===== src/rtl/fp_pkg.sv =====
// Shared state encoding, exception bit positions and special-value constructors
// for the parametrised floating-point adder.
package fp_pkg;

    typedef enum logic [2:0] {
        ST_IDLE,
        ST_LOAD,
        ST_ALIGN,
        ST_ADD,
        ST_NORM,
        ST_ROUND,
        ST_DONE
    } fp_state_t;

    localparam int EXC_INVALID   = 3;
    localparam int EXC_OVERFLOW  = 2;
    localparam int EXC_UNDERFLOW = 1;
    localparam int EXC_ZERO      = 0;

    function automatic int fp_bias(input int exp_w);
        return (1 << (exp_w - 1)) - 1;
    endfunction

    // Positive infinity, right-aligned in a 64-bit word: {0, all-ones, 0...}.
    function automatic logic [63:0] fp_inf(input int exp_w, input int man_w);
        return ((64'd1 << exp_w) - 64'd1) << man_w;
    endfunction

    // Canonical quiet NaN: {0, all-ones, 100...}.
    function automatic logic [63:0] fp_qnan(input int exp_w, input int man_w);
        return fp_inf(exp_w, man_w) | (64'd1 << (man_w - 1));
    endfunction

endpackage


===== src/rtl/fp_align_shift.sv =====
// Right barrel shifter that reports whether any set bit fell off the bottom.
// Latency: combinational.
// Backpressure: none.
module fp_align_shift #(
    parameter int WIDTH = 7,
    parameter int SH_W  = 4
) (
    input  logic [WIDTH-1:0] din,
    input  logic [SH_W-1:0]  sh,
    output logic [WIDTH-1:0] dout,
    output logic             sticky
);

    logic [WIDTH-1:0] lost_mask;

    // Shifts of WIDTH or more give an all-ones mask, so everything lands in sticky.
    assign lost_mask = ~({WIDTH{1'b1}} << sh);
    assign dout      = din >> sh;
    assign sticky    = |(din & lost_mask);

endmodule


===== src/rtl/fp_add_seq.sv =====
// Multi-cycle FP add/sub, round-to-nearest-even, flush-to-zero, explicit specials.
// Latency: 5+k cycles from accepted start to done (k = left-normalise steps), 2 for specials.
// Backpressure: none; start is ignored unless idle, result held until the next done.
module fp_add_seq
    import fp_pkg::*;
#(
    parameter  int EXP_W = 4,
    parameter  int MAN_W = 3,
    localparam int W     = 1 + EXP_W + MAN_W
) (
    input  logic         clk,
    input  logic         clr_n,
    input  logic         start,
    input  logic         op,
    input  logic [W-1:0] a,
    input  logic [W-1:0] b,
    output logic [W-1:0] ans,
    output logic [3:0]   ans_except,
    output logic         busy,
    output logic         done
);

    localparam int MW = MAN_W + 5;  // carry, hidden, fraction, G, R, S
    localparam int AW = MAN_W + 4;  // hidden, fraction, G, R, S

    localparam logic [EXP_W-1:0] EXP_ONES = '1;
    localparam logic [EXP_W:0]   EXP_OVF  = {1'b0, EXP_ONES};
    localparam logic [EXP_W:0]   E_ONE    = {{EXP_W{1'b0}}, 1'b1};
    localparam logic [W-1:0]     QNAN     = W'(fp_qnan(EXP_W, MAN_W));
    localparam logic [W-1:0]     INF_P    = W'(fp_inf(EXP_W, MAN_W));

    fp_state_t state, state_nxt;

    logic [W-1:0]     a_r, b_r;
    logic             op_r;
    logic             sign_gt, sign_ls;
    logic [EXP_W-1:0] exp_gt, exp_ls;
    logic [MAN_W:0]   man_gt, man_ls;
    logic             spec_vld, spec_inv;
    logic [W-1:0]     spec_res;
    logic [AW-1:0]    ls_al;
    logic [MW-1:0]    mw;
    logic [EXP_W:0]   ew;
    logic             sign_r;

    // Operand unpack (LOAD)
    logic             sa, sb;
    logic [EXP_W-1:0] ea, eb;
    logic [MAN_W-1:0] fa, fb;
    logic             nan_a, nan_b, inf_a, inf_b, a_ge_b;
    logic             spec_hit, spec_inv_c;
    logic [W-1:0]     spec_res_c;

    always_comb begin
        sa = a_r[W-1];
        sb = b_r[W-1] ^ op_r;
        ea = a_r[W-2:MAN_W];
        eb = b_r[W-2:MAN_W];
        fa = (ea == '0) ? '0 : a_r[MAN_W-1:0];
        fb = (eb == '0) ? '0 : b_r[MAN_W-1:0];
        nan_a = (ea == EXP_ONES) && (fa != '0);
        nan_b = (eb == EXP_ONES) && (fb != '0);
        inf_a = (ea == EXP_ONES) && (fa == '0);
        inf_b = (eb == EXP_ONES) && (fb == '0);
        a_ge_b = {ea, fa} >= {eb, fb};
        spec_hit   = nan_a | nan_b | inf_a | inf_b;
        spec_inv_c = nan_a | nan_b | (inf_a & inf_b & (sa != sb));
        if (spec_inv_c)
            spec_res_c = QNAN;
        else if (inf_a)
            spec_res_c = {sa, INF_P[W-2:0]};
        else
            spec_res_c = {sb, INF_P[W-2:0]};
    end

    // Alignment (ALIGN)
    logic [AW-1:0] sh_dout;
    logic          sh_sticky;

    fp_align_shift #(
        .WIDTH (AW),
        .SH_W  (EXP_W)
    ) u_align (
        .din    ({man_ls, 3'b000}),
        .sh     (exp_gt - exp_ls),
        .dout   (sh_dout),
        .sticky (sh_sticky)
    );

    // Add / subtract (ADD)
    logic          eff_sub;
    logic [MW-1:0] gt_w, ls_w, add_sum;

    always_comb begin
        eff_sub = sign_gt ^ sign_ls;
        gt_w    = {1'b0, man_gt, 3'b000};
        ls_w    = {1'b0, ls_al};
        add_sum = eff_sub ? (gt_w - ls_w) : (gt_w + ls_w);
    end

    // Normalise decisions (NORM)
    logic n_carry, n_zero, n_uf, n_ok, norm_exit;

    always_comb begin
        n_carry   = mw[MW-1];
        n_zero    = (mw == '0);
        n_uf      = (ew == '0);
        n_ok      = mw[MW-2];
        norm_exit = n_carry | n_zero | n_uf | n_ok;
    end

    // Round and pack (ROUND)
    logic             rnd_up;
    logic [MAN_W+1:0] rnd_sum;
    logic [MAN_W-1:0] r_frac;
    logic [EXP_W:0]   r_exp;
    logic [W-1:0]     r_res;
    logic [3:0]       r_exc;

    always_comb begin
        rnd_up  = mw[2] & (mw[1] | mw[0] | mw[3]);
        rnd_sum = {1'b0, mw[MW-2:3]} + {{(MAN_W+1){1'b0}}, rnd_up};
        // A rounding carry leaves 10..0, so the fraction is zero and the exponent steps up.
        if (rnd_sum[MAN_W+1]) begin
            r_frac = rnd_sum[MAN_W:1];
            r_exp  = ew + E_ONE;
        end else begin
            r_frac = rnd_sum[MAN_W-1:0];
            r_exp  = ew;
        end
        r_exc = '0;
        if (mw == '0) begin
            r_res           = {sign_r, {(W-1){1'b0}}};
            r_exc[EXC_ZERO] = 1'b1;
        end else if (ew == '0) begin
            r_res                = {sign_r, {(W-1){1'b0}}};
            r_exc[EXC_UNDERFLOW] = 1'b1;
            r_exc[EXC_ZERO]      = 1'b1;
        end else if (r_exp >= EXP_OVF) begin
            r_res               = {sign_r, INF_P[W-2:0]};
            r_exc[EXC_OVERFLOW] = 1'b1;
        end else begin
            r_res = {sign_r, r_exp[EXP_W-1:0], r_frac};
        end
    end

    // FSM
    always_ff @(posedge clk or negedge clr_n) begin
        if (!clr_n)
            state <= ST_IDLE;
        else
            state <= state_nxt;
    end

    always_comb begin
        state_nxt = state;
        case (state)
            ST_IDLE:  if (start) state_nxt = ST_LOAD;
            ST_LOAD:  state_nxt = ST_ALIGN;
            ST_ALIGN: state_nxt = spec_vld ? ST_DONE : ST_ADD;
            ST_ADD:   state_nxt = ST_NORM;
            ST_NORM:  if (norm_exit) state_nxt = ST_ROUND;
            ST_ROUND: state_nxt = ST_DONE;
            ST_DONE:  state_nxt = ST_IDLE;
            default:  state_nxt = ST_IDLE;
        endcase
    end

    assign busy = (state != ST_IDLE) && (state != ST_DONE);
    assign done = (state == ST_DONE);

    // Datapath
    always_ff @(posedge clk or negedge clr_n) begin
        if (!clr_n) begin
            a_r        <= '0;
            b_r        <= '0;
            op_r       <= 1'b0;
            sign_gt    <= 1'b0;
            sign_ls    <= 1'b0;
            exp_gt     <= '0;
            exp_ls     <= '0;
            man_gt     <= '0;
            man_ls     <= '0;
            spec_vld   <= 1'b0;
            spec_inv   <= 1'b0;
            spec_res   <= '0;
            ls_al      <= '0;
            mw         <= '0;
            ew         <= '0;
            sign_r     <= 1'b0;
            ans        <= '0;
            ans_except <= '0;
        end else begin
            case (state)
                ST_IDLE: begin
                    if (start) begin
                        a_r  <= a;
                        b_r  <= b;
                        op_r <= op;
                    end
                end
                ST_LOAD: begin
                    spec_vld <= spec_hit;
                    spec_inv <= spec_inv_c;
                    spec_res <= spec_res_c;
                    if (a_ge_b) begin
                        sign_gt <= sa;
                        exp_gt  <= ea;
                        man_gt  <= {ea != '0, fa};
                        sign_ls <= sb;
                        exp_ls  <= eb;
                        man_ls  <= {eb != '0, fb};
                    end else begin
                        sign_gt <= sb;
                        exp_gt  <= eb;
                        man_gt  <= {eb != '0, fb};
                        sign_ls <= sa;
                        exp_ls  <= ea;
                        man_ls  <= {ea != '0, fa};
                    end
                end
                ST_ALIGN: begin
                    ls_al <= {sh_dout[AW-1:1], sh_dout[0] | sh_sticky};
                    if (spec_vld) begin
                        ans                     <= spec_res;
                        ans_except              <= '0;
                        ans_except[EXC_INVALID] <= spec_inv;
                    end
                end
                ST_ADD: begin
                    mw     <= add_sum;
                    ew     <= {1'b0, exp_gt};
                    // Exact cancellation is +0; an add of two zeros keeps their sign.
                    sign_r <= (eff_sub && add_sum == '0) ? 1'b0 : sign_gt;
                end
                ST_NORM: begin
                    if (n_carry) begin
                        mw <= {1'b0, mw[MW-1:2], mw[1] | mw[0]};
                        ew <= ew + E_ONE;
                    end else if (!norm_exit) begin
                        mw <= mw << 1;
                        ew <= ew - E_ONE;
                    end
                end
                ST_ROUND: begin
                    ans        <= r_res;
                    ans_except <= r_exc;
                end
                default: ;
            endcase
        end
    end

endmodule


===== config.mk =====
export PLATFORM = sky130hd
export DESIGN_NAME = fp_add_seq
export DESIGN_NICKNAME = d
export VERILOG_FILES = /design/src/rtl/fp_pkg.sv /design/src/rtl/fp_align_shift.sv /design/src/rtl/fp_add_seq.sv
export SDC_FILE = /design/constraint.sdc
export NUM_CORES = 1
export LEC_CHECK = 0
export BUFFER_PORTS_ARGS = -buffer_cell sky130_fd_sc_hd__buf_2
export CAP_MARGIN = 20
export CORE_MARGIN = 5
export CORE_UTILIZATION = 40
export CTS_CLUSTER_SIZE = 8
export DETAILED_ROUTE_END_ITERATION = 6
export PLACE_DENSITY = 0.6
export SYNTH_ARGS = -nofsm -noshare
export SYNTH_HDL_FRONTEND = slang
export SYNTH_SLANG_ARGS = --single-unit
export TNS_END_PERCENT = 100

===== constraint.sdc =====
create_clock -name clk -period 3.25 [get_ports clk]
set_input_delay 0 -clock clk [delete_from_list [all_inputs] [get_ports clk]]
set_output_delay 0 -clock clk [all_outputs]
set_load 0.005 [all_outputs]

==> Word level (Yosys, flattened, before mapping) <==
Index checks and enable logic that the tools add are counted.
{ "totals": {"elab_cells": 123, "reg_bits": 81, "mem_bits_ro": 0, "ram_bits": 0, "latchBits": 0, "n_memories": 0, "out_inout_bits": 14} }
{ "op_classes": {"reduce_logical": 26, "eq_ne": 14, "bitwise": 17, "n_div": 0, "mul": 0, "shifts": 2, "addsub": 6, "mux": 36, "order_cmp": 2} }
{ "ops": {"columns": ["operator", "count"], "rows": [
  ["8-bit two-way mux", 6],
  ["8-bit one-hot mux with 2 select lines", 2],
  ["7-bit two-way mux", 3],
  ["4-bit two-way mux", 5],
  ["3-bit two-way mux", 6],
  ["3-bit one-hot mux with 6 select lines", 1],
  ["8-bit logical NOT", 2],
  ["5-bit two-way mux", 3],
  ["1-bit OR", 10],
  ["5-bit one-hot mux with 2 select lines", 1],
  ["3-bit equality test (second input constant)", 3],
  ["3-bit logical NOT", 3],
  ["3-bit nonzero test", 3],
  ["7-bit by 7-bit adder with 8-bit output", 1],
  ["4-bit equality test (second input constant)", 2],
  ["4-bit logical NOT", 2],
  ["4-bit one-hot mux with 2 select lines", 1],
  ["2-bit AND reduction", 4],
  ["4-bit nonzero test", 2],
  ["7-bit by 7-bit subtractor with 8-bit output", 1],
  ["7-bit bitwise AND", 1],
  ["7-bit >= comparator", 1],
  ["7-bit NOT", 1],
  ["7-bit OR reduction", 1],
  ["other kinds (19)", 38]
]} }

==> Logic depth before layout (Yosys ltp) <==
Gate-level depths: netlist of the first run.
{ "logic_depth": {"word_depth": 10, "ltp_mapped": 11, "depth_no_buf": 10} }

==> Hierarchy <==
Synthesis of the first run repeated with hierarchy kept, for this count alone.
{ "hier_totals": {"cells_unflattened": 524, "area_unflattened_um2": 4720.8} }
{ "modules_own_cells": {"columns": ["module", "n_inst", "area_per_inst_um2", "seq_area_each_um2", "cells_per_inst"], "rows": [
  ["fp_add_seq", 1, 4379.2, 1876.8, 483],
  ["fp_align_shift", 1, 341.6, 0.0, 41]
]} }

==> Worst setup path after synthesis of the first run <==
No wires, ideal clock.
{ "synth_path": {"kind": "register -> register", "startpoint": "register a_r[3]", "endpoint": "register man_gt[3]", "path_stages_with_launch": 10, "setup_ps": 126, "slack_ps": 699, "arrival_ps": 2425, "n_path_buf": 1, "t_required_ps": 3124, "synth_period_minus_slack_ps": 2551, "cell_sequence": "dfrtp_1 > or4_4 > nand2_1 > ha_1 > nand2b_1 > a21o_1 > a21oi_1 > o21ai_1 > clkbuf_1 > a221o_1"} }
{ "synth_via": {"elab_chain_cells": 4, "word_cells_on_any_way": 5, "classes_between": "1 x order compare; 2 x mux; 2 x reduce/logical"} }
{ "synth_lines": {"columns": ["item", "line_no", "rtl"], "rows": [
  ["from (decl)", "fp_add_seq.sv:34", "logic [W-1:0] a_r, b_r;"],
  ["from (signal assigned)", "fp_add_seq.sv:175", "a_r <= '0;"],
  ["from (signal assigned)", "fp_add_seq.sv:197", "a_r <= a;"],
  ["4-bit logical NOT", "fp_add_seq.sv:59", "fa = (ea == '0) ? '0 : a_r[MAN_W-1:0];"],
  ["3-bit two-way mux", "fp_add_seq.sv:59", null],
  ["7-bit >= comparator", "fp_add_seq.sv:65", "a_ge_b = {ea, fa} >= {eb, fb};"],
  ["4-bit two-way mux (*)", "fp_add_seq.sv:206", "if (a_ge_b) begin"],
  ["to (signal assigned)", "fp_add_seq.sv:209", "man_gt <= {ea != '0, fa};"],
  ["to (signal assigned)", "fp_add_seq.sv:216", "man_gt <= {eb != '0, fb};"],
  ["to (decl)", "fp_add_seq.sv:38", "logic [MAN_W:0] man_gt, man_ls;"]
]} }
Every way passes the cells marked *; elsewhere a longest branch is shown, timed or not.
A chain may end at the register's enable or synchronous reset.

==> Final worst setup path of the first run <==
{ "layout_path": {"startpoint": "register a_r[3]", "endpoint": "register man_gt[2]"} }
The elaborated chain is that of the path after synthesis.

==> flow_metrics.py, run 1 <==
metrics = {
    "hold_path": {
        "hold_path_end": "state[0]",
        "hold_start": "start",
        "hold_depth": 4,
        "min_path_type": "in -> reg",
    },
    "grt": {
        "grt_pass1_vias": 3608,
        "grt_first_pass_wirelength_um": 18100,
        "antenna_found_initial": 0,
        "grt_max_degree": 76,
        "grt-ovfl-total": 0,
        "track_usage": 0.165,
    },
    "yosys": {
        "synthArstFlopShare": 1.00,
        "synth_flop_cell": "dfrtp_1",
        "yosysTopAreaCell": "dfrtp_1",
        "synth_compound_area_frac": 0.200,
        "synth_area_mm2": 0.00460,
        "ys_seq_area_frac": 0.408,
        "netlist_top_cells_area": "dfrtp_1 (41%), ha_1 (6.0%), nand2_1 (4.6%)",
        "synthMuxAreaShare": 0.0582,
        "syn_nets": 547,
        "yosys.cell_types.count": 65,
        "synth_edf_count": 0,
        "yosysTopAreaCellShare": 0.408,
        "synth.avg_cell_area_um2": 9.14,
        "synthAdderAreaFrac": 0.0707,
        "ys.warnings.count": 0,
        "syn-instance-count": 503,
        "synthSimpleGateAreaFrac": 0.178,
        "yosys_register_bits": 75,
        "synth_top_family_by_area": "compound AO/OA/AOI/OAI gates",
        "yosys.area_share.xor_xnor": 0.0362,
    },
    "timing": {
        "hold_viol": 0,
        "clock_skew_ns": 0.00660,
        "final.min_clock_period_ns": 2.78,
        "slew_headroom": 0.358,
        "final.setup.tns_ns": 0,
        "setup_violations": 0,
        "whs_ns": 0.0874,
        "slew_violations": 0,
        "rsz0062_at_grt": "no",
        "tightest_slew_ns": 0.964,
        "setup_ws_ns": 0.472,
        "clock.fmax_mhz": 360,
        "timing.final.crit_share": 0.855,
    },
    "floorplanning": {
        "start_util": 0.406,
        "die_w_um": 117,
        "die_area_mm2": 0.0137,
        "pin_count": 34,
        "core_region_area_mm2": 0.0113,
        "rows": 39,
        "die_h_um": 117,
    },
    "clock_network": {
        "clockBufferDepth": 2,
        "clock_latency_ns": 0.34,
        "htree_levels": 3,
        "cts_made_buffers": 9,
        "cts_num_sinks": 75,
        "clk_pin_slew_ns": 0.06,
        "tritoncts": "built",
        "cts_root_buf": "clkbuf_16",
    },
    "finish": {
        "fin_area_mm2": 0.00536,
        "antennaDiodeCount": 0,
        "nets": 590,
        "drive_above_1_share": 0.154,
        "syn_to_final_growth_pct": 16.5,
    },
    "critical_path": {
        "r2r_start": "a_r[3]",
        "criticalPathCategory": "reg -> reg",
        "cp.arrival_ns": 3.00,
        "reg2reg_setup_slack_ns": 0.47,
        "required_ns": 3.47,
        "r2r-end": "man_gt[2]",
        "crit_fanout": 11,
        "reg2reg_depth": 10,
        "startpoint_type": "flip-flop",
        "cp-end-kind": "flip-flop",
    },
    "routing": {
        "detail_route.wl_per_cell_um": 15.2,
        "via_per_inst": 5.39,
        "drt_pass1_iterations": 4,
        "drtIter0Drc": 220,
        "wirelength_um": 10600,
        "drcViolationCount": 0,
        "antenna_left": 0,
        "num_vias": 3744,
    },
    "placement": {
        "place_hpwl_um": 7800,
        "dp_slack_ns": 0.508,
        "place.gp.congestion": 0.846,
        "place_area_mm2": 0.00487,
        "port_buffers": 33,
    },
    "run_status": {
        "status": "finished clean",
    },
    "power": {
        "powerDensity_mw_per_mm2": 1180,
        "peakVddDrop_mv": 0.585,
        "p_leak_nw": 2.37,
        "p_total_mw": 6.34,
    },
    "run": {
        "maxCapViolations": 0,
    },
}
## layer usage
layer  vias to the layer above  global-route usage  wire (um)
met1                      1794               0.232       5170
li1                       1883                   -          -
met5                         -                   0          0
met2                        56               0.258       4950
met4                         0              0.0459        126
met3                        11              0.0344        325
## kinds of logic (layout without fill, tap and decap cells)
| family | after synthesis | in the layout |
|---|---|---|
| DFF | 75 | 75 |
| AOI/OAI and AO/OA | 142 | 142 |
| adders and majority gates | 25 | 25 |
| and+or+nand+nor | 168 | 168 |
| buffers and inverters | 49 | 97 |
| muxes | 25 | 25 |
| xor gates and xnor gates | 19 | 19 |
## layout make-up
class | instances | area, um2
Timing Repair Buffer | 58 | 400
Clock buffer | 10 | 239
Tap cell | 143 | 179
Clock inverter | 6 | 71.3
Fill cell | 1080 | 5960
Sequential cell | 75 | 1880
Multi-Input combinational cell | 379 | 2510
Inverter | 23 | 86.3
## cell usage in the layout, fill, tap and decap left out, drive strengths merged, types with 3 or more instances in the layout
cell type and count:
dfrtp 75, nand2 56, nor2 46, o21ai 42, buf 40, a21oi 39
inv 25, ha 22, dlygate4sd3 18, nor3 15, mux2 14, mux2i 11
xor2 11, a221o 11, clkbuf 10, o31ai 9, xnor2 8, nand2b 8
nand3 7, and2 7, nor2b 5, a211oi 5, nand4 4, o22ai 4
a21o 4, a22oi 4, o21a 3, a31oi 3, nor3b 3, and3 3
nor4b 3
## Yosys cell counts, types with 11 or more instances
cell       n
nand2_1   56
clkbuf_1  15
dfrtp_1   75
ha_1      22
a21oi_1   39
nor2_1    46
nor3_1    15
o21ai_0   39
inv_1     23
mux2i_1   11
xor2_1    11
mux2_2    14
## worst max path at each step
stage,from,endpoint,slack (ns),cells past startpoint
2_1_floorplan,a_r[3],man_gt[3],0.70,9
3_3_place_gp,a_r[3],man_gt[2],0.57,10
3_5_place_dp,a_r[3],man_gt[2],0.51,10
4_1_cts,a_r[3],man_gt[2],0.48,10
5_1_grt,a_r[3],man_gt[2],0.27,10
6_report,a_r[3],man_gt[2],0.47,10
## flip-flops by register name, indices dropped and copies added (netlist names)
name,flops
sign_r,1
state,3
spec_res,3
mw,8
a_r,8
sign_ls,1
ans,8
exp_ls,4
b_r,8
man_ls,4
man_gt,4
spec_vld,1
sign_gt,1
op_r,1
ew,5
ls_al,7
ans_except,4
exp_gt,4
## critical path, cell delays in order (launching register included)
cell	delay [ns]
dfrtp_1	0.43
or4_4	0.59
nand2_1	0.14
ha_1	0.23
nand2b_1	0.13
a21o_1	0.17
a21oi_1	0.19
o21a_1	0.25
buf_4	0.20
nor3_1	0.06
a221o_1	0.27
## stage by stage
stage | cells | util
2_1_floorplan | 503 | -
3_3_place_gp | 660 | 0.430
3_5_place_dp | 660 | 0.430
4_1_cts | 694 | 0.473
5_1_grt | 694 | 0.473
6_report | 694 | 0.473
## timing repair
item / 4_1_cts / 5_1_grt
hold endpoints to repair: 92 / 0
resized for setup: 0 / 0
hold buffers: 18 / 0
setup buffers: 0 / 0
## power breakdown
part | internal, mW | switching [mW] | leakage, nW
sequential | 1.38 | 0.573 | 0.910
combinational | 1.47 | 1.89 | 1.31
clock | 0.622 | 0.410 | 0.146
total | 3.46 | 2.87 | 2.37
No activity file was read; power rests on OpenSTA's default activity.
==> inputs of run 2 (changes only) <==
--- a/config.mk
+++ b/config.mk
@@ -5,12 +5,15 @@
 export SDC_FILE = /design/constraint.sdc
 export NUM_CORES = 1
 export LEC_CHECK = 0
+export ABC_AREA = 1
 export BUFFER_PORTS_ARGS = -buffer_cell sky130_fd_sc_hd__buf_2
 export CAP_MARGIN = 20
 export CORE_MARGIN = 5
 export CORE_UTILIZATION = 40
+export CTS_CLUSTER_DIAMETER = 40
 export CTS_CLUSTER_SIZE = 8
 export DETAILED_ROUTE_END_ITERATION = 6
+export GPL_TIMING_DRIVEN = 0
 export PLACE_DENSITY = 0.6
 export SYNTH_ARGS = -nofsm -noshare
 export SYNTH_HDL_FRONTEND = slang
==> run 2 against run 1 <==
- sequential power shrank 11%
- power grew 1.9%
- die area grew 3.8%
- register-to-register slack gained 0.39 ns
- synthesized cell count grew 31%
- maximum frequency grew 16%
- largest power group unchanged
- via count grew 14%
- sequential cell count is the same
- highest routed layer unchanged
==> flow_metrics.py, run 2 <==
metrics = {
    "critical_path": {
        "r2r_start": "a_r[6]",
        "cp_num_buf_inv": 3,
        "crit_top_cell": "nand2_1",
        "slowest_stage": "dfrtp_1",
        "cp.arrival_ns": 2.62,
        "startpoint_type": "flip-flop",
        "crit_path_start": "a_r[6]",
        "cpPeakStageDelay_ns": 0.42,
        "required_ns": 3.48,
        "crit_fanout": 10,
        "cp-end-kind": "flip-flop",
        "path_cells": "inv_1 > nand4_1 > nand2_1 > inv_1 > ha_1 > a21oi_1 > o21ai_0 > nand4_1 > nand3_2 > buf_2 > nand2_1 > o21ai_0 > nand2_1 > nand2_1",
        "criticalPathCategory": "reg -> reg",
        "cpLargestDelayFamily": "simple AND/OR/NAND/NOR gates",
    },
    "power": {
        "peakVddDrop_mv": 0.686,
        "p_leak_nw": 2.87,
        "seqPwrFrac": 0.268,
        "switching_share": 0.494,
        "p_switching_mw": 3.19,
        "combPwrFrac": 0.583,
        "powerDensity_mw_per_mm2": 1150,
        "p_clk_frac": 0.149,
        "p_int_mw": 3.27,
    },
    "finish": {
        "final_cells": 874,
        "fin_util": 0.475,
        "seq_area_mm2": 0.00188,
        "nFillCells": 1184,
        "layout_commonest_cell": "nand2_1",
        "nets": 766,
        "drive_above_1_share": 0.140,
        "syn_to_final_growth_pct": 17.6,
        "fin_area_mm2": 0.00563,
        "antennaDiodeCount": 0,
        "final_cell_mix": "nand2_1 (195), nor2_1 (81), dfrtp_1 (75), inv_1 (74), o21ai_0 (52)",
        "multi_input_comb_area_mm2": 0.00252,
    },
    "routing": {
        "drtIter0Drc": 236,
        "via_per_inst": 4.89,
        "wirelength_um": 11500,
        "drt_pass1_iterations": 5,
        "num_vias": 4276,
        "detail_route.wl_per_cell_um": 13.2,
        "drcViolationCount": 0,
        "antenna_left": 0,
    },
    "grt": {
        "track_usage": 0.174,
        "grt-ovfl-total": 0,
        "grt_pass1_vias": 4314,
        "grt_max_degree": 60,
        "antenna_found_initial": 0,
        "grt_first_pass_wirelength_um": 20200,
    },
    "timing": {
        "hold_viol": 0,
        "clock_skew_ns": 0.00920,
        "timing.final.crit_share": 0.735,
        "final.setup.tns_ns": 0,
        "rsz0062_at_grt": "no",
        "clock.fmax_mhz": 419,
        "tightest_slew_ns": 0.569,
        "slew_headroom": 0.618,
        "final.min_clock_period_ns": 2.39,
        "slew_violations": 0,
        "setup_violations": 0,
    },
    "yosys": {
        "yosysTopAreaCellShare": 0.392,
        "yosys_register_bits": 75,
        "synth_edf_count": 0,
        "ys.warnings.count": 0,
        "yosys.cell_types.count": 41,
        "syn-instance-count": 659,
        "syn_nets": 703,
        "yosysTopAreaCell": "dfrtp_1",
        "synth_flop_cell": "dfrtp_1",
        "synthArstFlopShare": 1.00,
        "yosysMostFrequentCell": "nand2_1",
        "synth_area_mm2": 0.00479,
        "synth_top_cells_by_count": "nand2_1 (195), nor2_1 (81), dfrtp_1 (75)",
        "netlist_top_cells_area": "dfrtp_1 (39%), nand2_1 (15%), nor2_1 (6.3%)",
        "synth.avg_cell_area_um2": 7.27,
        "ys_seq_area_frac": 0.392,
    },
    "floorplanning": {
        "die_h_um": 119,
        "pin_count": 34,
        "core_region_area_mm2": 0.0119,
        "die_w_um": 119,
        "start_util": 0.404,
        "die_area_mm2": 0.0143,
        "rows": 40,
    },
    "run": {
        "maxCapViolations": 0,
    },
    "clock_network": {
        "htree_levels": 3,
        "tritoncts": "built",
        "cts_num_sinks": 75,
        "clk_pin_slew_ns": 0.06,
        "cts_root_buf": "clkbuf_16",
        "cts_setup_buffers": 0,
        "cts_made_buffers": 9,
        "clock_latency_ns": 0.35,
        "clockBufferDepth": 2,
    },
    "hold_path": {
        "hold_start": "start",
        "min_path_type": "in -> reg",
    },
    "run_status": {
        "status": "finished clean",
    },
    "placement": {
        "place_hpwl_um": 9040,
        "place_area_mm2": 0.00517,
        "dp_cells": 840,
        "port_buffers": 33,
        "place.gp.congestion": 0.880,
    },
}
run 2: cell types whose count changed after synthesis, sizes merged, moves of 13 or more:
cell   delta
nand2   +146
inv      +57
nor2     +43
nand3    +30
nor3     -13
o21ai    +13
run 2: kinds of logic (layout without fill, tap and decap cells):
group	after synthesis	count (layout)	synth area share
xor+xnor	10	10	0.0183
flops	75	75	0.392
mux	8	8	0.0188
buf+inv	97	165	0.0823
simple gates	344	344	0.306
compound gates	101	101	0.117
fa+ha+maj	24	24	0.0658
run 2: area by class of cell:
class / count / area share
plain buffers: 17 / 0.0167
clock inverters: 7 / 0.0104
repair buffers: 52 / 0.0666
flip-flops and latches: 75 / 0.333
clock buffers: 9 / 0.0400
inverters: 80 / 0.0533
multi-input cells: 487 / 0.447
well taps: 147 / 0.0326
run 2: metrics by stage:
step / total power, mW / hold WS, ns / worst slack [ns]
2_1_floorplan: 4.55 / -0.296 / 1.26
3_3_place_gp: 5.40 / 0.232 / 0.933
3_5_place_dp: 5.50 / -0.0875 / 0.898
4_1_cts: 6.50 / 0.0438 / 0.879
5_1_grt: 7.20 / 0.0771 / 0.556
6_report: 6.46 / 0.0405 / 0.863
run 2: worst register-to-register path, cell delays in order (launching register included):
cell and delay (ns):
dfrtp_1 0.42, inv_1 0.13, nand4_1 0.24, nand2_1 0.12, inv_1 0.07, ha_1 0.30
a21oi_1 0.11, o21ai_0 0.08, nand4_1 0.11, nand3_2 0.17, buf_2 0.23, nand2_1 0.07
o21ai_0 0.07, nand2_1 0.08, nand2_1 0.06
run 2: repair_timing:
item / in CTS / in global routing
resized for setup: 0 / 0
hold endpoints to repair: 92 / 0
hold buffers: 18 / 0
run 2: layer usage:
layer  GRT usage  wire (um)
met3      0.0446        358
met4      0.0565        234
met1       0.220       5460
met5           0          0
met2       0.290       5470
run 2: worst paths after layout:
check                      slack [ns]  depth (start not counted)          end
setup / recovery                 0.86                         14    man_ls[0]
hold / removal                   0.04                          3     state[0]
setup reg to reg                 0.86                         14    man_ls[0]
hold reg to reg                  0.48                          1  spec_res[6]
max in group asynchronous        2.61                          3       b_r[7]
min in group asynchronous        0.07                          2        mw[2]
run 2: power groups by stage:
stage	combinational [mW]	clock (mW)	sequential (mW)
floorplan	2.91	0	1.65
finish	3.77	0.961	1.73
CTS	3.79	0.982	1.73
global route	4.37	1.04	1.79
global placement	3.68	0	1.72
detailed placement	3.76	0	1.74
==> inputs of run 3 (changes only) <==
==> constraint.sdc (replaced) <==
create_clock -name clk -period 2.2 [get_ports clk]
set_input_delay 0 -clock clk [delete_from_list [all_inputs] [get_ports clk]]
set_output_delay 0 -clock clk [all_outputs]
set_load 0.005 [all_outputs]
==> run 3 against run 2 <==
- the flow now finishes with violations (negative setup slack)
- sequential power increased by 49%
- cell count is 3.1% higher
- hold slack about the same
- clock power increased by 48%
- cell area is 6.2% higher
- power increased by 66%
- combinational power grew 79%
- critical endpoint unchanged
- highest routed layer unchanged
==> flow_metrics.py, run 3 (synthesized netlist as in run 2, its figures left out) <==
metrics = {
    "floorplanning": {
        "start_util": 0.404,
        "die_w_um": 119,
        "die_h_um": 119,
        "die_area_mm2": 0.0143,
        "rows": 40,
        "pin_count": 34,
        "core_region_area_mm2": 0.0119,
    },
    "grt": {
        "grt_max_degree": 60,
        "antenna_found_initial": 0,
        "grt_first_pass_wirelength_um": 20200,
        "grt-ovfl-total": 0,
        "grt_pass1_vias": 4360,
        "track_usage": 0.175,
    },
    "clock_network": {
        "cts_num_sinks": 75,
        "tritoncts": "built",
        "cts_made_buffers": 9,
        "cts_root_buf": "clkbuf_16",
        "clk_pin_slew_ns": 0.06,
        "clockBufferDepth": 2,
        "htree_levels": 3,
        "clock_latency_ns": 0.35,
    },
    "finish": {
        "final_cells": 901,
        "final_cell_mix": "nand2_1 (187), nor2_1 (79), dfrtp_1 (75), inv_1 (64), buf_2 (38)",
        "nets": 793,
        "layout_commonest_cell": "nand2_1",
        "syn_to_final_growth_pct": 24.8,
        "drive_above_1_share": 0.206,
        "antennaDiodeCount": 0,
    },
    "timing": {
        "rsz0062_at_grt": "yes",
        "setup_ws_ns": -0.0988,
        "tightest_slew_ns": 0.514,
        "slew_violations": 0,
        "final.setup.tns_ns": -0.770,
        "slew_headroom": 0.654,
        "clock_skew_ns": 0.00944,
        "hold_viol": 0,
        "setup_violations": 16,
        "clock.fmax_mhz": 435,
        "whs_ns": 0.0409,
        "final.min_clock_period_ns": 2.30,
        "timing.final.crit_share": 1.04,
    },
    "routing": {
        "detail_route.wl_per_cell_um": 13.6,
        "drtIter0Drc": 244,
        "drcViolationCount": 0,
        "via_per_inst": 4.94,
        "antenna_left": 0,
        "wirelength_um": 12200,
        "num_vias": 4453,
        "drt_pass1_iterations": 4,
    },
    "power": {
        "powerDensity_mw_per_mm2": 1800,
        "p_leak_nw": 3.02,
        "p_total_mw": 10.7,
        "peakVddDrop_mv": 0.954,
    },
    "critical_path": {
        "cpLargestDelayFamily": "simple AND/OR/NAND/NOR gates",
        "path_cells": "inv_2 > nand4_1 > nand2_1 > inv_2 > ha_4 > nand2_2 > o21ai_1 > nand4_1 > nand3_4 > buf_6 > nand2_1 > o21ai_1 > nand2_1 > nand2_1",
        "cp_num_buf_inv": 3,
        "cp.arrival_ns": 2.58,
        "cpPeakStageDelay_ns": 0.43,
        "required_ns": 2.48,
        "crit_fanout": 6,
        "crit_top_cell": "nand2_1",
        "criticalPathCategory": "reg -> reg",
        "slowest_stage": "dfrtp_1",
        "startpoint_type": "flip-flop",
        "cp-end-kind": "flip-flop",
    },
    "run_status": {
        "violations": "negative setup slack",
        "status": "finished, violations left",
    },
    "placement": {
        "place_hpwl_um": 9040,
        "port_buffers": 33,
        "dp_cells": 840,
        "place.gp.congestion": 0.880,
    },
    "run": {
        "maxCapViolations": 0,
    },
    "hold_path": {
        "min_path_type": "in -> reg",
    },
}
run 3: cell type report:
type	instances	area, um2
multi-input combinational	488	2620
sequential	75	1880
buffer	16	113
fill	1138	5880
timing repair buffer	79	603
tap	147	184
clock buffer	9	225
clock inverter	7	58.8
inverter	80	300
run 3: final timing paths:
check                            startpoint           to  slack, ns  cells past startpoint
worst max-delay path                 a_r[6]    man_ls[0]       -0.1                     14
worst min-delay path                  start     state[0]       0.04                      3
worst max register to register       a_r[6]    man_ls[0]       -0.1                     14
worst min register to register  spec_res[6]  spec_res[6]       0.48                      1
max in group asynchronous             clr_n       a_r[7]       1.56                      3
min in group asynchronous             clr_n        mw[2]       0.07                      2
run 3: timing repair:
item / 4_1_cts / 5_1_grt
hold buffers: 18 / 0
setup endpoints to repair: 18 / 24
cloned: 0 / 4
setup buffers: 6 / 18
pin swaps: 4 / 14
hold endpoints to repair: 92 / 0
resized for setup: 11 / 46
run 3: layer usage:
metal  vias up  share of wire  track usage
met1      2053           0.45        0.219
met3        24          0.039       0.0446
li1       2292              -            -
met2        84           0.49        0.293
met5         -              0            0
met4         0          0.025       0.0608
run 3: worst register-to-register path, delay by kind of cell (launching register included):
family                     cells  cell delay, ns
and+or+nand+nor                8            1.04
DFF                            1            0.43
buffers and inverters          3            0.30
adders and majority gates      1            0.27
AOI/OAI and AO/OA              2            0.22
run 3: per-stage QoR:
step                      worst slack [ns]   util  area [um2]
final                              -0.0988  0.504        5980
after global routing                -0.221  0.504        5980
after CTS                          0.00584  0.481        5700
after detailed placement            -0.152  0.436        5170
after global placement              -0.117  0.433        5140
after floorplan                      0.210      -        4790
run 3: report_power, final:
| part | total (mW) | leakage (nW) | internal (mW) | switching (mW) |
|---|---|---|---|---|
| clock network | 1.42 | 0.138 | 0.781 | 0.638 |
| logic | 6.75 | 1.99 | 2.78 | 3.97 |
| registers | 2.57 | 0.893 | 2.03 | 0.541 |
| total | 10.7 | 3.02 | 5.59 | 5.15 |
